## config.mk

```make
export PLATFORM = sky130hd
export DESIGN_NAME = rvfi_retire_serializer
export DESIGN_NICKNAME = d
export VERILOG_FILES = /design/src/rtl/rvfi_retire_serializer.sv
export SDC_FILE = /design/constraint.sdc
export NUM_CORES = 1
export LEC_CHECK = 0
export BUFFER_PORTS_ARGS = -buffer_cell sky130_fd_sc_hd__buf_2
export CORE_UTILIZATION = 60
export CTS_BUF_LIST = sky130_fd_sc_hd__clkbuf_16
export CTS_CLUSTER_SIZE = 10
export DETAILED_ROUTE_END_ITERATION = 8
export PLACE_DENSITY = 0.86
export SYNTH_ARGS = -nofsm -noshare
export SYNTH_HDL_FRONTEND = slang
export SYNTH_SLANG_ARGS = --single-unit
```

## constraint.sdc

```tcl
create_clock -name clock -period 13.4 [get_ports clock]
set_clock_uncertainty 0.1 [all_clocks]
set_input_delay 1.34 -clock clock [delete_from_list [all_inputs] [get_ports clock]]
set_output_delay 1.34 -clock clock [all_outputs]
set_load 0.01 [all_outputs]
```

## src/rtl/rvfi_retire_serializer.sv

```systemverilog
// Multi-channel RVFI retirement to single-channel serializer.
// Compacts valid lanes into an in-order FIFO and tags each popped record with a sequence number.
module rvfi_retire_serializer #(
  parameter int unsigned NRET  = 2,
  parameter int unsigned REC_W = 64,
  parameter int unsigned DEPTH = 8,
  parameter int unsigned SEQ_W = 16
) (
  input  logic                      clock,
  input  logic                      reset,
  input  logic [NRET-1:0]           in_valid,
  input  logic [NRET*REC_W-1:0]     in_data,
  output logic                      in_ready,
  output logic                      out_valid,
  output logic [REC_W-1:0]          out_data,
  input  logic                      out_ready,
  output logic [SEQ_W-1:0]          out_seq,
  input  logic [SEQ_W-1:0]          check_seq,
  output logic                      out_check,
  output logic                      overflow,
  output logic [$clog2(DEPTH):0]    count
);

  localparam int unsigned PTR_W = (DEPTH > 1) ? $clog2(DEPTH) : 1;
  localparam int unsigned CNT_W = $clog2(DEPTH) + 1;
  // Mask keeps a degenerate single-entry FIFO pinned to slot 0.
  localparam logic [PTR_W-1:0] PTR_MASK = PTR_W'(DEPTH - 1);

  logic [REC_W-1:0] mem [DEPTH];

  logic [PTR_W-1:0] rd_ptr, wr_ptr;
  logic [PTR_W-1:0] rd_ptr_next, wr_ptr_next;
  logic [CNT_W-1:0] count_next;
  logic [CNT_W-1:0] push_n;
  logic [SEQ_W-1:0] seq_next;
  logic             ovf_next;
  logic             any_valid, push, pop, drop;
  logic [PTR_W-1:0] lane_idx [NRET];

  // Flow control: readiness comes from registered occupancy only.
  assign in_ready  = (CNT_W'(DEPTH) - count) >= CNT_W'(NRET);
  assign out_valid = (count != '0);
  assign any_valid = |in_valid;
  assign push      = any_valid && in_ready;
  assign drop      = any_valid && !in_ready;
  assign pop       = out_valid && out_ready;

  // Head presentation; storage is never exposed while empty.
  assign out_data  = out_valid ? mem[rd_ptr] : '0;
  assign out_check = out_valid && (out_seq == check_seq);

  // Lane compaction: each valid lane lands after all lower-indexed valid lanes.
  always_comb begin
    push_n = '0;
    for (int i = 0; i < NRET; i++) begin
      lane_idx[i] = (wr_ptr + PTR_W'(push_n)) & PTR_MASK;
      push_n      = push_n + CNT_W'(in_valid[i]);
    end
  end

  always_comb begin
    count_next  = count;
    wr_ptr_next = wr_ptr;
    rd_ptr_next = rd_ptr;
    seq_next    = out_seq;
    ovf_next    = overflow | drop;
    if (push) begin
      count_next  = count_next + push_n;
      wr_ptr_next = (wr_ptr + PTR_W'(push_n)) & PTR_MASK;
    end
    if (pop) begin
      count_next  = count_next - CNT_W'(1);
      rd_ptr_next = (rd_ptr + PTR_W'(1)) & PTR_MASK;
      seq_next    = out_seq + SEQ_W'(1);
    end
  end

  always_ff @(posedge clock) begin
    if (!reset) begin
      count    <= '0;
      rd_ptr   <= '0;
      wr_ptr   <= '0;
      out_seq  <= '0;
      overflow <= 1'b0;
    end else begin
      count    <= count_next;
      rd_ptr   <= rd_ptr_next;
      wr_ptr   <= wr_ptr_next;
      out_seq  <= seq_next;
      overflow <= ovf_next;
    end
  end

  // Record storage, intentionally not reset.
  always_ff @(posedge clock) begin
    if (reset && push) begin
      for (int i = 0; i < NRET; i++) begin
        if (in_valid[i]) mem[lane_idx[i]] <= in_data[i*REC_W +: REC_W];
      end
    end
  end

endmodule

```

==> impl_metrics.csv <==
group,metric,value,unit
outcome,outcome,"complete, no violations",
timing,fin_ws,8310,ps
timing,slew_violations,0,
grt,grt_max_degree,68,
worst_setup_path,criticalPathCategory,"flop to output port",
routing,avgViaCountPerCell,6.41,
cells_and_area,drive_gt1_share,25.7,%
clock_network,cts_sinks,542,
hold_path,hp-class,"flop to flop",
clock_network,clock_latency,600,ps
timing,finalSetupViolations,0,
die,initial_utilization,60.8,%
routing,drt_iter0_markers,1368,
grt,overflow,0,
cells_and_area,final_util,67.7,%
logic_synthesis,ys_top_cells_by_area,"edfxtp_1 56%, mux2_1 21%, mux4_2 10%",
clock_network,cts_buffer_depth,3,
logic_synthesis,synth_top_cells_by_count,"512 x edfxtp_1, 512 x mux2_1, 128 x mux4_2",
placement,place.detailed.hpwl,35000,um
timing,worst_pin_slew,1230,ps
die,dieWidth,216,um
grt,grt_pass1_vias,16698,
power_and_ir_drop,p_leak,10.4,nW
logic_synthesis,yosysSeqAreaShare,57.9,%
power_and_ir_drop,peakVddDrop,0.000362,V
clock_network,root_buffer,"clkbuf_16",
placement,routabilityCongestion,0.827,
timing,slew_headroom,18.0,%
clock_network,cts_tree,"done",
logic_synthesis,syn-mean-instance-area,17.1,sq um
clock_network,htreeDepth,2,
timing,rsz0062_at_grt,"no",
die,rows,78,
logic_synthesis,synth_seq_cells,542,
timing,clock.fmax,196,MHz
cells_and_area,fin_area,30700,sq um
routing,wl,63800,um
die,die_area,46800,sq um
cells_and_area,final_nets,1991,
routing,via_count,15726,
logic_synthesis,netlist_instances,1615,
routing,dr_wl_met2,31400,um
timing,period_needed,5090,ps
routing,drc_errors,0,
routing,wl_met3,4890,um
logic_synthesis,synthArstFlopShare,0,%
worst_setup_path,cp-start-kind,"flop",
grt,grt_antenna_before_repair,14,
placement,port_buffers,236,
routing,wire_per_inst,26.0,um
routing,first_pass_iters,7,
routing,ant_nets,0,
die,die_h,216,um
grt,grt_pass1_wl,98000,um
power_and_ir_drop,power_per_cell_area,162,nW/um^2
worst_setup_path,required,11960,ps
clock_network,clkTransAtPathRegs,50,ps
worst_setup_path,critPathArrivalTime,3650,ps
logic_synthesis,synth_ff_type,"edfxtp_1",
timing,period_share,38.0,%
cells_and_area,areaGrowthSynthToFinish,11.3,%
job,drv_cap,0,
grt,track_usage,27.8,%
cells_and_area,regArea,16000,sq um
routing,highest-signal-layer,"met5",
cells_and_area,n_fill_cell,2971,
clock_network,cts_made_buffers,60,
clock_network,postCtsSetupBuffers,0,
logic_synthesis,synth_top_cell_area_share,55.7,%
worst_setup_path,crit_fanout,67,
logic_synthesis,yosysWarningCount,0,
clock_network,postCtsHoldBufs,0,
cells_and_area,multiInputGateArea,10900,sq um
placement,placed_area,29100,sq um
timing,worst_hold_slack,368,ps
logic_synthesis,synth_edf_count,512,
logic_synthesis,synth_area,27600,sq um
die,core,45400,sq um
logic_synthesis,yosysTopAreaCell,"edfxtp_1",
logic_synthesis,yosysUniqueCellTypes,48,
placement,pre_cts_ws,8160,ps
clock_network,post_cts_resized,0,
timing,finalHoldViolCount,0,
timing,setup_tns,0,ps
worst_setup_path,worstSetupEndpointType,"output port",
logic_synthesis,syn_nets,1778,
die,num_io_pins,237,
routing,wirelength_met1,26200,um
-- worst max-delay path, cell delays in order (launching register included) --
cell     delay [ps]
dfxtp_4        1010
buf_4           950
mux4_2          420
mux2i_1         360
nor2_1           70
buf_2           170
-- per-layer routing --
| layer | track usage, % | up-vias |
|---|---|---|
| met3 | 5.84 | 97 |
| met5 | 0 | - |
| li1 | - | 6870 |
| met4 | 7.84 | 10 |
| met1 | 37.9 | 8129 |
| met2 | 45.4 | 620 |
-- state kept, by name, indices dropped and copies added (netlist names), named ones only --
register,flops
count,4
mem,512
out_seq,16
overflow,1
rd_ptr,3
wr_ptr,3
-- cells in the final DEF (no fill, tap or decap), types with 18 or more instances in the layout --
master     count
mux4_2       128
mux2i_1       66
clkbuf_16     62
edfxtp_1     512
mux2_1       512
buf_4         19
dfxtp_1       27
buf_2        236
xor2_1        26
nand2_1       18
inv_1         25
nor2_1        87
-- report_power, final --
| part | leakage [nW] | internal, mW | switching (mW) | total, mW |
|---|---|---|---|---|
| logic | 4.72 | 0.597 | 0.805 | 1.40 |
| registers | 4.88 | 2.07 | 0.0937 | 2.16 |
| clock network | 0.843 | 0.810 | 0.615 | 1.42 |
| total | 10.4 | 3.47 | 1.51 | 4.99 |
-- final timing paths --
path,startpoint,endpoint,slack (ps),cells past startpoint
hold reg to reg,rd_ptr[1]$_SDFFE_PN0P_,flop,370,2
setup / recovery,flop,out_data[41],8310,5
hold / removal,rd_ptr[1]$_SDFFE_PN0P_,flop,370,2
setup reg to reg,count[1]$_SDFF_PN0_,mem[4][46]$_DFFE_PP_,9040,8
-- cells by family (layout without fill, tap and decap cells) --
logic type | after synthesis | after routing | share of synthesized area (%)
AO/OA/AOI/OAI | 37 | 37 | 0.885
buffers and inverters | 119 | 347 | 2.94
other | 0 | 9 | 0
adder cells (fa/ha/maj) | 14 | 14 | 0.690
AND/OR/NAND/NOR | 164 | 164 | 2.75
XOR/XNOR | 32 | 32 | 1.02
multiplexers | 707 | 707 | 33.8
flip-flops | 542 | 542 | 57.9
-- per-stage QoR --
step,power (mW),instances
floorplan,3.12,1615
global placement,3.56,2366
detailed placement,3.61,2366
CTS,5.03,2443
global route,5.19,2449
finish,4.99,2452
-- cell type report --
class	count	share of cell area, %
inverters	15	0.183
well taps	600	2.44
clock inverters	15	0.232
flip-flops and latches	542	52.1
repair buffers	255	4.31
clock buffers	62	5.05
diodes	9	0.0733
multi-input cells	954	35.6
No activity file was read; power rests on OpenSTA's default activity.
